==> src/rtl/seq_divider.sv <==
// Sequential restoring unsigned divider: one quotient bit per clock, MSB first.
// Optional SEQ_DIVIDER_ZERO_FAST_EN: a zero divisor completes without iterating.
module seq_divider #(
  parameter int unsigned WIDTH = 16
) (
  input  logic             clk,
  input  logic             rst_n,
  input  logic             start,
  input  logic [WIDTH-1:0] dividend,
  input  logic [WIDTH-1:0] divisor,
  output logic             busy,
  output logic             done,
  output logic [WIDTH-1:0] quotient,
  output logic [WIDTH-1:0] remainder,
  output logic             div_zero
);

  localparam int unsigned CNT_W = $clog2(WIDTH);

`ifdef SEQ_DIVIDER_ZERO_FAST_EN
  localparam bit ZERO_FAST = 1'b1;
`else
  localparam bit ZERO_FAST = 1'b0;
`endif

  typedef enum logic [1:0] {IDLE, RUN, DONE} state_t;

  state_t           state, state_nxt;
  logic [WIDTH-1:0] dvd_q, dvs_q, rem_q, quo_q;
  logic [CNT_W-1:0] cnt_q;
  logic             accept, last_step, fast_zero;
  logic [WIDTH:0]   rem_shift, diff;
  logic             q_bit;
  logic [WIDTH-1:0] rem_next, quo_next;

  always_comb begin
    accept    = start && (state != RUN);
    last_step = (cnt_q == CNT_W'(WIDTH - 1));
    fast_zero = ZERO_FAST && (divisor == '0);
  end

  // One restoring step; a zero divisor naturally yields all-ones quotient
  // and the dividend as remainder, since every difference is non-negative.
  always_comb begin
    rem_shift = {rem_q, dvd_q[WIDTH-1]};
    diff      = rem_shift - {1'b0, dvs_q};
    q_bit     = (rem_shift >= {1'b0, dvs_q});
    rem_next  = q_bit ? diff[WIDTH-1:0] : rem_shift[WIDTH-1:0];
    quo_next  = {quo_q[WIDTH-2:0], q_bit};
  end

  always_ff @(posedge clk) begin
    if (!rst_n) state <= IDLE;
    else        state <= state_nxt;
  end

  always_comb begin
    state_nxt = state;
    case (state)
      IDLE, DONE: begin
        if (start)              state_nxt = fast_zero ? DONE : RUN;
        else if (state == DONE) state_nxt = IDLE;
      end
      RUN:     if (last_step) state_nxt = DONE;
      default: state_nxt = IDLE;
    endcase
  end

  always_comb begin
    busy = (state == RUN);
    done = (state == DONE);
  end

  always_ff @(posedge clk) begin
    if (!rst_n) begin
      dvd_q     <= '0;
      dvs_q     <= '0;
      rem_q     <= '0;
      quo_q     <= '0;
      cnt_q     <= '0;
      quotient  <= '0;
      remainder <= '0;
      div_zero  <= 1'b0;
    end else if (accept) begin
      dvd_q <= dividend;
      dvs_q <= divisor;
      rem_q <= '0;
      quo_q <= '0;
      cnt_q <= '0;
      if (fast_zero) begin
        quotient  <= '1;
        remainder <= dividend;
        div_zero  <= 1'b1;
      end
    end else if (state == RUN) begin
      dvd_q <= {dvd_q[WIDTH-2:0], 1'b0};
      rem_q <= rem_next;
      quo_q <= quo_next;
      cnt_q <= cnt_q + CNT_W'(1);
      if (last_step) begin
        quotient  <= quo_next;
        remainder <= rem_next;
        div_zero  <= (dvs_q == '0);
      end
    end
  end

endmodule
==> config.mk <==
export PLATFORM = sky130hd
export DESIGN_NAME = seq_divider
export DESIGN_NICKNAME = d
export VERILOG_FILES = /design/src/rtl/seq_divider.sv
export SDC_FILE = /design/constraint.sdc
export NUM_CORES = 1
export LEC_CHECK = 0
export CAP_MARGIN = 20
export CORE_ASPECT_RATIO = 2
export CORE_MARGIN = 2
export CORE_UTILIZATION = 59
export DETAILED_ROUTE_END_ITERATION = 6
export PLACE_DENSITY = 0.87
export RECOVER_POWER = 25
export SLEW_MARGIN = 40
export SYNTH_ARGS = -nofsm -noshare
export SYNTH_HDL_FRONTEND = slang
export SYNTH_SLANG_ARGS = --single-unit
==> constraint.sdc <==
create_clock -name clk -period 7 [get_ports clk]
set_input_delay 1.4 -clock clk [delete_from_list [all_inputs] [get_ports clk]]
set_output_delay 1.4 -clock clk [all_outputs]
set_load 0.02 [all_outputs]
# == After elaboration in Yosys (flattened, before gate mapping) ==
# Index checks and enable logic that the tools add are counted.
# classes
addsub,2
magnitude_cmp,1
n_eq_ne,6
mux,7
n_bitwise,2
n_reduce_logical,8
# ops
op,n
16-bit 2-to-1 mux,3
17-bit by 16-bit >= comparator with 1-bit output,1
16-bit zero test,1
16-bit subtractor,1
2-bit 2-to-1 mux,3
"4-bit by 1-bit adder with 4-bit output, second input constant",1
"4-bit equality test, second input constant",1
"2-bit by 1-bit inequality test with 1-bit output, second input constant",2
2-bit one-hot mux with 2 select lines,1
2-bit OR reduction,2
"3-bit inequality test, second input constant",1
3-bit AND reduction,1
"2-bit by 1-bit equality test with 1-bit output, second input constant",1
"2-bit equality test, second input constant",1
2-bit zero test,1
1-bit inverter,2
2-bit AND reduction,1
2-bit nonzero test,1
1-bit logical AND,1
# totals
regBits,102
out_inout_bits,35

# == Longest topological paths before layout ==
# Gate-level depths: netlist of the first run.
# logic_depth
depth_word,4
ltp_mapped,11
mapped_depth_nobuf,10

# == Worst setup path before layout of the first run ==
# OpenSTA, ideal clock, no wires.
# synth_path
kind,register to output
start,register state[1]
end,output port busy
arrival_ns,1.422
required_time_ns,5.600
slack_ns,4.178
stages_incl_launch_ff,6
n_path_buf,3
path_cell_list,dfxtp_1 > nand2b_1 > clkbuf_1 > inv_1 > clkbuf_1 > clkbuf_1
# synth_between
elab_chain_cells,1
# synth_rtl
element,line_no,source
start: declaration,28,"state_t state, state_nxt;"
start signal: assignment,54,else state <= state_nxt;
2-bit by 1-bit equality test with 1-bit output,70,busy = (state == RUN);
end: declaration,11,"output logic busy,"
# No other way between the ends.

# == Worst setup path in the final report of the first run ==
# layout_path
start,input port rst_n
end,register rem_q[12]
# layout_between
elab_chain_cells,2
# layout_rtl
element,line_no,source
start: declaration,7,"input logic rst_n,"
1-bit inverter (no source line),-,
2-bit OR reduction (no source line),-,
end signal: assignment,97,rem_q <= rem_next;
end: declaration,29,"logic [WIDTH-1:0] dvd_q, dvs_q, rem_q, quo_q;"
# No other way between the ends.
# A chain may end at the register's enable or synchronous reset.

==> results of run 1 <==
## worst min-delay path, stage by stage, from the launching register on
cell and delay [ns]:
dfxtp_1 0.31, nand2_1 0.05, a21oi_1 0.05
## per-layer routing
layer	vias to the layer above	global-route usage (%)	routed length, µm
met5	-	0	0
met4	0	19.56	780
met3	66	6.746	645
met2	180	51.78	6819
met1	2125	31.14	4627
li1	2165	-	-
## through the flow
stage                     total power, mW  cells  utilization, %
after floorplan                    0.9240    597               -
after global placement              1.002    725           69.66
after detailed placement            1.024    726           69.85
after CTS                           1.521    742           73.65
after global routing                1.586    742           73.52
final                               1.526    742           73.52
## state kept, by name, summed over array words and instances, names as in the netlist
name,cells
rem_q,16
quo_q,15
remainder,16
quotient,16
dvs_q,16
dvd_q,16
cnt_q,4
div_zero,1
state,2
## area by class of cell
class	instances	area (µm²)	area share (%)
Sequential cell	102	2042	34.97
Tap cell	96	120.1	2.057
Multi-Input combinational cell	433	2574	44.08
Inverter	21	78.83	1.350
Clock buffer	11	242.7	4.157
Clock inverter	5	58.81	1.007
Timing Repair Buffer	74	723.2	12.38
## logic make-up after synthesis
group                    Yosys count  synth area share, %
AND/OR/NAND/NOR                  217                19.74
multiplexers                      30                6.178
flip-flops                       102                42.01
AO/OA/AOI/OAI                    155                19.74
XOR/XNOR                          13                2.342
buffers and inverters             62                5.199
adder cells (fa/ha/maj)           18                4.788
## synth_stat cells, types with 11 or more instances
cell / count / share of area (%)
nand2_1: 106 / 8.2
dfxtp_1: 102 / 42
a21oi_1: 73 / 7.5
nor2_1: 48 / 3.7
mux2i_1: 30 / 6.2
a211oi_1: 28 / 4.3
clkbuf_1: 27 / 2.1
o21ai_0: 26 / 2.7
inv_1: 21 / 1.6
ha_1: 17 / 4.4
nand3_1: 15 / 1.5
nand4_1: 11 / 1.4
## worst paths after layout
| kind | start | endpoint | slack [ns] | cells past startpoint |
|---|---|---|---|---|
| setup reg to reg | state[0]$_SDFFE_PN0P_ | remainder[13]$_SDFFE_PN0P_ | 3.71 | 5 |
| setup / recovery | rst_n | rem_q[12]$_SDFFE_PP0P_ | 3.06 | 7 |
| hold / removal | quotient[9]$_SDFFE_PN0P_ | quotient[9]$_SDFFE_PN0P_ | 0.45 | 2 |
| hold reg to reg | quotient[9]$_SDFFE_PN0P_ | quotient[9]$_SDFFE_PN0P_ | 0.45 | 2 |
## power by group
| part | total (mW) | internal, mW | switching (mW) |
|---|---|---|---|
| Sequential | 0.623 | 0.604 | 0.0193 |
| Clock | 0.500 | 0.287 | 0.213 |
| Combinational | 0.403 | 0.161 | 0.242 |
| Total | 1.53 | 1.05 | 0.475 |
==> results.tsv, run 1 <==
metric	value	unit
outcome	finished, final reports clean	
antenna_found_initial	0	
htree_num_levels	3	
worstPathCellList	dlygate4sd3_1, clkbuf_1, clkinv_1, buf_4, nor2_1, o21ai_0, a21oi_1	
crit_path_max_incr_delay	0.64	ns
nets	694	
syn_to_final_growth	20.13	%
arrival	4.21	ns
portBuffers	69	
cts_tree	yes	
cp-end-kind	flip-flop	
die_x	68.18	µm
worst_pin_slew	1.269	ns
drtAntennaViolNets	0	
cts-buffers-inserted	9	
ios	70	
grt_pass1_wl	20760	µm
synth_ff_type	dfxtp_1	
cp-start-kind	primary input	
core	7943	µm²
clock_latency	0.34	ns
grt_setup_unrepaired	false	
path_clk_slew	0.06	ns
syn_area	4861	µm²
drt-initial-drc-count	323	
avgSynthCellArea	8.142	µm²
drv_slew	0	
pre_cts_slack	3.407	ns
cpMaxStageDelayCell	nor2_1	
ys_seq_area_share	42.01	%
grt_max_degree	62	
final_area	5839	µm²
hold_path.class	flip-flop to flip-flop	
cts_buffer_depth	2	
post-route-period-util	56.35	%
max_slew_margin	15.08	%
antenna_cells	0	
syn_inst	597	
cp_top_family	buffers and inverters	
final_common_cell	nand2_1	
ctsResizeCount	0	
grt_pass1_vias	4536	
ys_warn_count	0	
fillers	589	
num_rows	46	
drt-pass1-iter-count	5	
clock.fmax	253.5	MHz
crit_buf_inv	4	
crit_fanout	61	
ir_drop	0.2201	mV
cap_violations	0	
async_reset_ff_share	0	%
post-dp-hpwl	8945	µm
ys_types	48	
power_density	261.4	nW/µm²
track_usage	30.17	%
dpl_cell_area	5548	µm²
start_util	61.20	%
routed_wl	12870	µm
root_buffer	clkbuf_16	
setup_viol	0	
postCtsSetupRepairBufs	0	
drive_above_1_share	4.954	%
grt_overflow	0	
viasPerCell	6.113	
clock_skew	0.005050	ns
hold_violations	0	
finalWeightedCongestion	0.9211	
setup_ws	3.055	ns
fin_setup_tns	0	ns
wl_per_cell	17.35	µm
drc	0	
fp.dieH	132.4	µm
finalCriticalPeriod	3.945	ns
cts_hold_buf	0	
path_class	primary input to flip-flop	
synth_enable_flop_cells	0	
syn_nets	650	
cts.sinks	102	
leakage	2.226	nW
die_area	9025	µm²
whs	0.4542	ns
ys_ff_latch	102	
layout_common_cells	nand2_1 (106), dfxtp_1 (102), a21oi_1 (73)	
num_vias	4536	
crit_required	7.26	ns
Power figures use the tool's default switching activity.
==> run 2, diff against run 1 <==
--- a/config.mk
+++ b/config.mk
@@ -8,9 +8,9 @@
 export CAP_MARGIN = 20
 export CORE_ASPECT_RATIO = 2
 export CORE_MARGIN = 2
-export CORE_UTILIZATION = 59
+export CORE_UTILIZATION = 49
 export DETAILED_ROUTE_END_ITERATION = 6
-export PLACE_DENSITY = 0.87
+export PLACE_DENSITY = 0.77
 export RECOVER_POWER = 25
 export SLEW_MARGIN = 40
 export SYNTH_ARGS = -nofsm -noshare
==> constraint.sdc (replaced) <==
create_clock -name clk -period 3.27 [get_ports clk]
set_input_delay 0.654 -clock clk [delete_from_list [all_inputs] [get_ports clk]]
set_output_delay 0.654 -clock clk [all_outputs]
set_load 0.02 [all_outputs]
==> run 2 against run 1 <==
  * Largest cell class unchanged
  * Highest routed layer unchanged
  * Die area increased by 19%
  * Routed wire length increased by 1.4%
  * Sequential share of layout area decreased by 0.75 points
  * Non-clock buffer count increased by 8
  * Global-route usage decreased by 5.2 points
==> results.tsv, run 2 (same netlist as run 1, synthesis figures left out) <==
metric	value	unit
grt_pass1_vias	4366	
hold_violations	0	
seq_area	2042	µm²
die_x	74.43	µm
outcome	finished, final reports clean	
nets	702	
grt_overflow	0	
clock.fmax	363.1	MHz
path_clk_slew	0.07	ns
track_usage	24.96	%
worst_pin_slew	1.396	ns
use_met1	26.52	%
cts_buffer_depth	2	
clock_latency	0.34	ns
start_util	50.12	%
finalCriticalPeriod	2.754	ns
ir_drop	0.4500	mV
post-route-util	61.52	%
cts.sinks	102	
grt_setup_unrepaired	false	
arrival	2.96	ns
portBuffers	69	
busiest_layer	met2	
finalWeightedCongestion	0.9475	
drc	0	
viasPerCell	5.627	
ctsResizeCount	0	
use_met2	44.62	%
setup_ws	0.5162	ns
cts-buffers-inserted	9	
ios	70	
power_density	558.3	nW/µm²
wl_per_cell	16.62	µm
fp.dieH	144.9	µm
path_class	flip-flop to flip-flop	
cp-start-kind	flip-flop	
placed_cells	769	
layout_common_cells	nand2_1 (106), dfxtp_1 (102), a21oi_1 (73)	
routed_wl	13050	µm
root_buffer	clkbuf_16	
leakage	2.324	nW
drive_above_1_share	5.819	%
antenna_found_initial	0	
fin_setup_tns	0	ns
num_vias	4417	
die_area	10780	µm²
post-route-period-util	84.21	%
hold_path.class	flip-flop to flip-flop	
cap_violations	0	
stdcell_count	785	
drt-pass1-iter-count	4	
cts_hold_buf	0	
post-dp-hpwl	9777	µm
postCtsSetupRepairBufs	0	
clock_skew	0.006240	ns
crit_fanout	15	
num_rows	51	
cp-end-kind	flip-flop	
antenna_cells	0	
multi_input_comb_area	2569	µm²
cts_tree	yes	
final_common_cell	nand2_1	
drtAntennaViolNets	0	
core	9699	µm²
pre_cts_slack	0.3975	ns
setup_viol	0	
crit_required	3.48	ns
syn_to_final_growth	22.75	%
met3_usage	3.601	%
fillers	904	
max_slew_margin	6.951	%
htree_num_levels	3	
drt-initial-drc-count	224	
grt_pass1_wl	20660	µm
grt_max_degree	50	
drv_slew	0	
[run 2: metrics by stage]
step / power [mW] / area (µm²) / hold slack, ns
floorplan: 1.978 / 4861 / 0.4321
global placement: 2.165 / 5638 / 0.4411
detailed placement: 2.179 / 5638 / 0.4470
CTS: 3.318 / 5962 / 0.4556
global route: 3.462 / 5967 / 0.4762
finish: 3.332 / 5967 / 0.4479
[run 2: final cells by class]
class / count / share of cell area (%)
flip-flops and latches: 102 / 34.22
repair buffers: 82 / 13.21
clock inverters: 3 / 1.132
multi-input cells: 433 / 43.05
clock buffers: 12 / 4.299
well taps: 132 / 2.768
inverters: 21 / 1.321
[run 2: path summary, 6_finish.rpt]
path                       startpoint                       end  slack, ns  cells after the start
max             dvs_q[1]$_SDFFE_PN0P_     rem_q[2]$_SDFFE_PP0P_       0.52                     10
min          quotient[6]$_SDFFE_PN0P_  quotient[6]$_SDFFE_PN0P_       0.45                      2
max reg2reg     dvs_q[1]$_SDFFE_PN0P_     rem_q[2]$_SDFFE_PP0P_       0.52                     10
min reg2reg  quotient[6]$_SDFFE_PN0P_  quotient[6]$_SDFFE_PN0P_       0.45                      2
[run 2: power breakdown]
group | switching, mW | internal [mW] | total (mW)
logic | 0.491 | 0.351 | 0.842
clock network | 0.447 | 0.709 | 1.16
registers | 0.0422 | 1.29 | 1.33
[run 2: worst max-delay path: stages, from the launching register on]
cell	delay, ns
dfxtp_1	0.42
inv_1	0.07
ha_1	0.34
nor2b_1	0.17
o21bai_2	0.19
nand2_2	0.11
a31o_4	0.28
a31oi_4	0.41
buf_8	0.23
mux2i_1	0.29
a21oi_1	0.10
[run 2: routing by layer]
layer,vias up,wire (µm)
li1,2185,-
met1,2091,4791
met2,99,7225
met3,42,321
met4,0,710
met5,-,0
==> run 3, diff against run 2 <==
--- a/config.mk
+++ b/config.mk
@@ -8,9 +8,9 @@
 export CAP_MARGIN = 20
 export CORE_ASPECT_RATIO = 2
 export CORE_MARGIN = 2
-export CORE_UTILIZATION = 49
+export CORE_UTILIZATION = 54
 export DETAILED_ROUTE_END_ITERATION = 6
-export PLACE_DENSITY = 0.77
+export PLACE_DENSITY = 0.8
 export RECOVER_POWER = 25
 export SLEW_MARGIN = 40
 export SYNTH_ARGS = -nofsm -noshare
==> constraint.sdc (replaced) <==
create_clock -name clk -period 2.65 [get_ports clk]
set_input_delay 0.53 -clock clk [delete_from_list [all_inputs] [get_ports clk]]
set_output_delay 0.53 -clock clk [all_outputs]
set_load 0.02 [all_outputs]
==> run 3 against run 2 <==
  * Die area fell by 8.9%
  * Register-to-register slack got worse by 0.40 ns
  * Cell count is 1.7% higher
  * Cell area grew 5.3%
  * Global-route usage rose by 3.7 points
  * Worst setup slack worse by 0.40 ns
  * Total power up 29%
  * Via count grew 6.0%
  * Sequential power up 23%
  * Non-clock buffer count up 42
  * Critical path depth did not move
  * Sequential share of layout area is 1.7 points lower
  * Critical endpoint is now rem_q[10]$_SDFFE_PP0P_
==> results.tsv, run 3 (same netlist as run 1, synthesis figures left out) <==
metric	value	unit
outcome	finished, final reports clean	
drive_above_1_share	12.64	%
swShare	30.33	%
cts_buffer_depth	2	
syn_to_final_growth	29.21	%
leakage	2.490	nW
dpl_cell_area	5928	µm²
power.share.clock	32.4	%
htree_num_levels	3	
cp-end-kind	flip-flop	
layout_common_cells	nand2_1 (106), dfxtp_1 (102), a21oi_1 (73)	
drv_slew	0	
cap_violations	0	
finalWeightedCongestion	0.9717	
num_rows	49	
crit_path_max_incr_delay	0.33	ns
crit_required	2.91	ns
fin_setup_tns	0	ns
worstPathCellList	inv_1, ha_1, buf_4, or2_2, o211a_1, o31a_1, nor3_2, xnor2_1, mux2i_1, a211oi_1	
crit_fanout	3	
setup_viol	0	
nets	744	
cp-start-kind	flip-flop	
final_area	6281	µm²
drc	0	
clock_latency	0.34	ns
root_buffer	clkbuf_16	
fp.dieH	138.2	µm
top_layer	met4	
hold_violations	0	
post-route-util	70.65	%
max_slew_margin	12.77	%
dr_wl_met3	376	µm
ios	70	
die_area	9823	µm²
portBuffers	69	
seqPwrFrac	38.3	%
stdcell_count	798	
start_util	54.68	%
viasPerCell	5.868	
drt-initial-drc-count	307	
grt_pass1_vias	4722	
finalCriticalPeriod	2.532	ns
die_x	71.09	µm
power	4.295	mW
cts_tree	yes	
clock.fmax	395.0	MHz
whs	0.4527	ns
num_vias	4683	
cts-buffers-inserted	9	
path_class	flip-flop to flip-flop	
pre_cts_slack	0.001607	ns
grt_pass1_wl	22120	µm
drt-pass1-iter-count	6	
dr_wl_met2	7812	µm
clock_skew	0.005313	ns
post-dp-hpwl	10440	µm
grt_overflow	0	
worst_pin_slew	1.309	ns
ir_drop	0.5978	mV
core	8890	µm²
placed_cells	780	
internal-power	2.992	mW
wl_per_cell	17.57	µm
power_switching	1.303	mW
drtAntennaViolNets	0	
cpMaxStageDelayCell	dfxtp_1	
track_usage	28.65	%
met1_length	4991	µm
power_frac_comb	29.3	%
path_clk_slew	0.07	ns
power_density	683.8	nW/µm²
cts_hold_buf	0	
post-route-period-util	95.53	%
antenna_found_initial	0	
arrival	2.79	ns
setup_ws	0.1184	ns
cts.sinks	102	
final_common_cell	nand2_1	
grt_setup_unrepaired	true	
grt_max_degree	50	
antenna_cells	0	
hold_path.class	flip-flop to flip-flop	
routed_wl	14020	µm
==> run 3: changes by cell type in the layout (fill, tap and decap cells not counted), sizes merged <==
cell,before,now
clkbuf,14,12
dlygate4sd3,14,3
clkinv,1,4
buf,11,53
clkdlybuf4s50,55,66
==> run 3: worst paths after layout <==
kind,start,end,slack [ns],cells after the start
hold / removal,quotient[6]$_SDFFE_PN0P_,quotient[6]$_SDFFE_PN0P_,0.45,2
hold reg to reg,quotient[6]$_SDFFE_PN0P_,quotient[6]$_SDFFE_PN0P_,0.45,2
setup reg to reg,dvs_q[3]$_SDFFE_PN0P_,rem_q[10]$_SDFFE_PP0P_,0.12,10
setup / recovery,dvs_q[3]$_SDFFE_PN0P_,rem_q[10]$_SDFFE_PP0P_,0.12,10
==> run 3: power groups by stage <==
stage | clock network, mW | registers (mW) | logic, mW
2_1_floorplan | 0 | 1.66 | 0.781
3_3_place_gp | 0 | 1.68 | 1.14
3_5_place_dp | 0 | 1.68 | 1.18
4_1_cts | 1.42 | 1.64 | 1.19
5_1_grt | 1.47 | 1.65 | 1.35
6_report | 1.39 | 1.64 | 1.26
==> run 3: repair_timing <==
| action | CTS | global route |
|---|---|---|
| hold endpoints to repair | 0 | 0 |
| pin swaps | 1 | 1 |
| cloned | 0 | 0 |
| resized for setup | 0 | 8 |
| setup endpoints to repair | 1 | 25 |
| buffers inserted | 0 | 2 |
==> run 3: final cells by class <==
type	instances	area, µm²
fillers	714	2609
inverters	21	78.83
clock buffers	10	229.0
clock inverters	6	86.33
multi-input cells	433	2601
well taps	102	127.6
repair buffers	124	1116
flip-flops and latches	102	2042
==> run 3: layer usage <==
metal / track usage, % / up-vias
met4: 18.07 / 0
met2: 53.66 / 109
met1: 28.18 / 2251
met5: 0 / -
met3: 4.009 / 55
li1: - / 2268
==> run 3: worst max-delay path, delay by kind of cell (launching register included) <==
kind / cells / cell delay [ns]
AO/OA/AOI/OAI: 3 / 0.70
adder cells (fa/ha/maj): 1 / 0.32
AND/OR/NAND/NOR: 2 / 0.51
buffers and inverters: 2 / 0.19
XOR/XNOR: 1 / 0.24
flip-flops: 1 / 0.33
multiplexers: 1 / 0.16
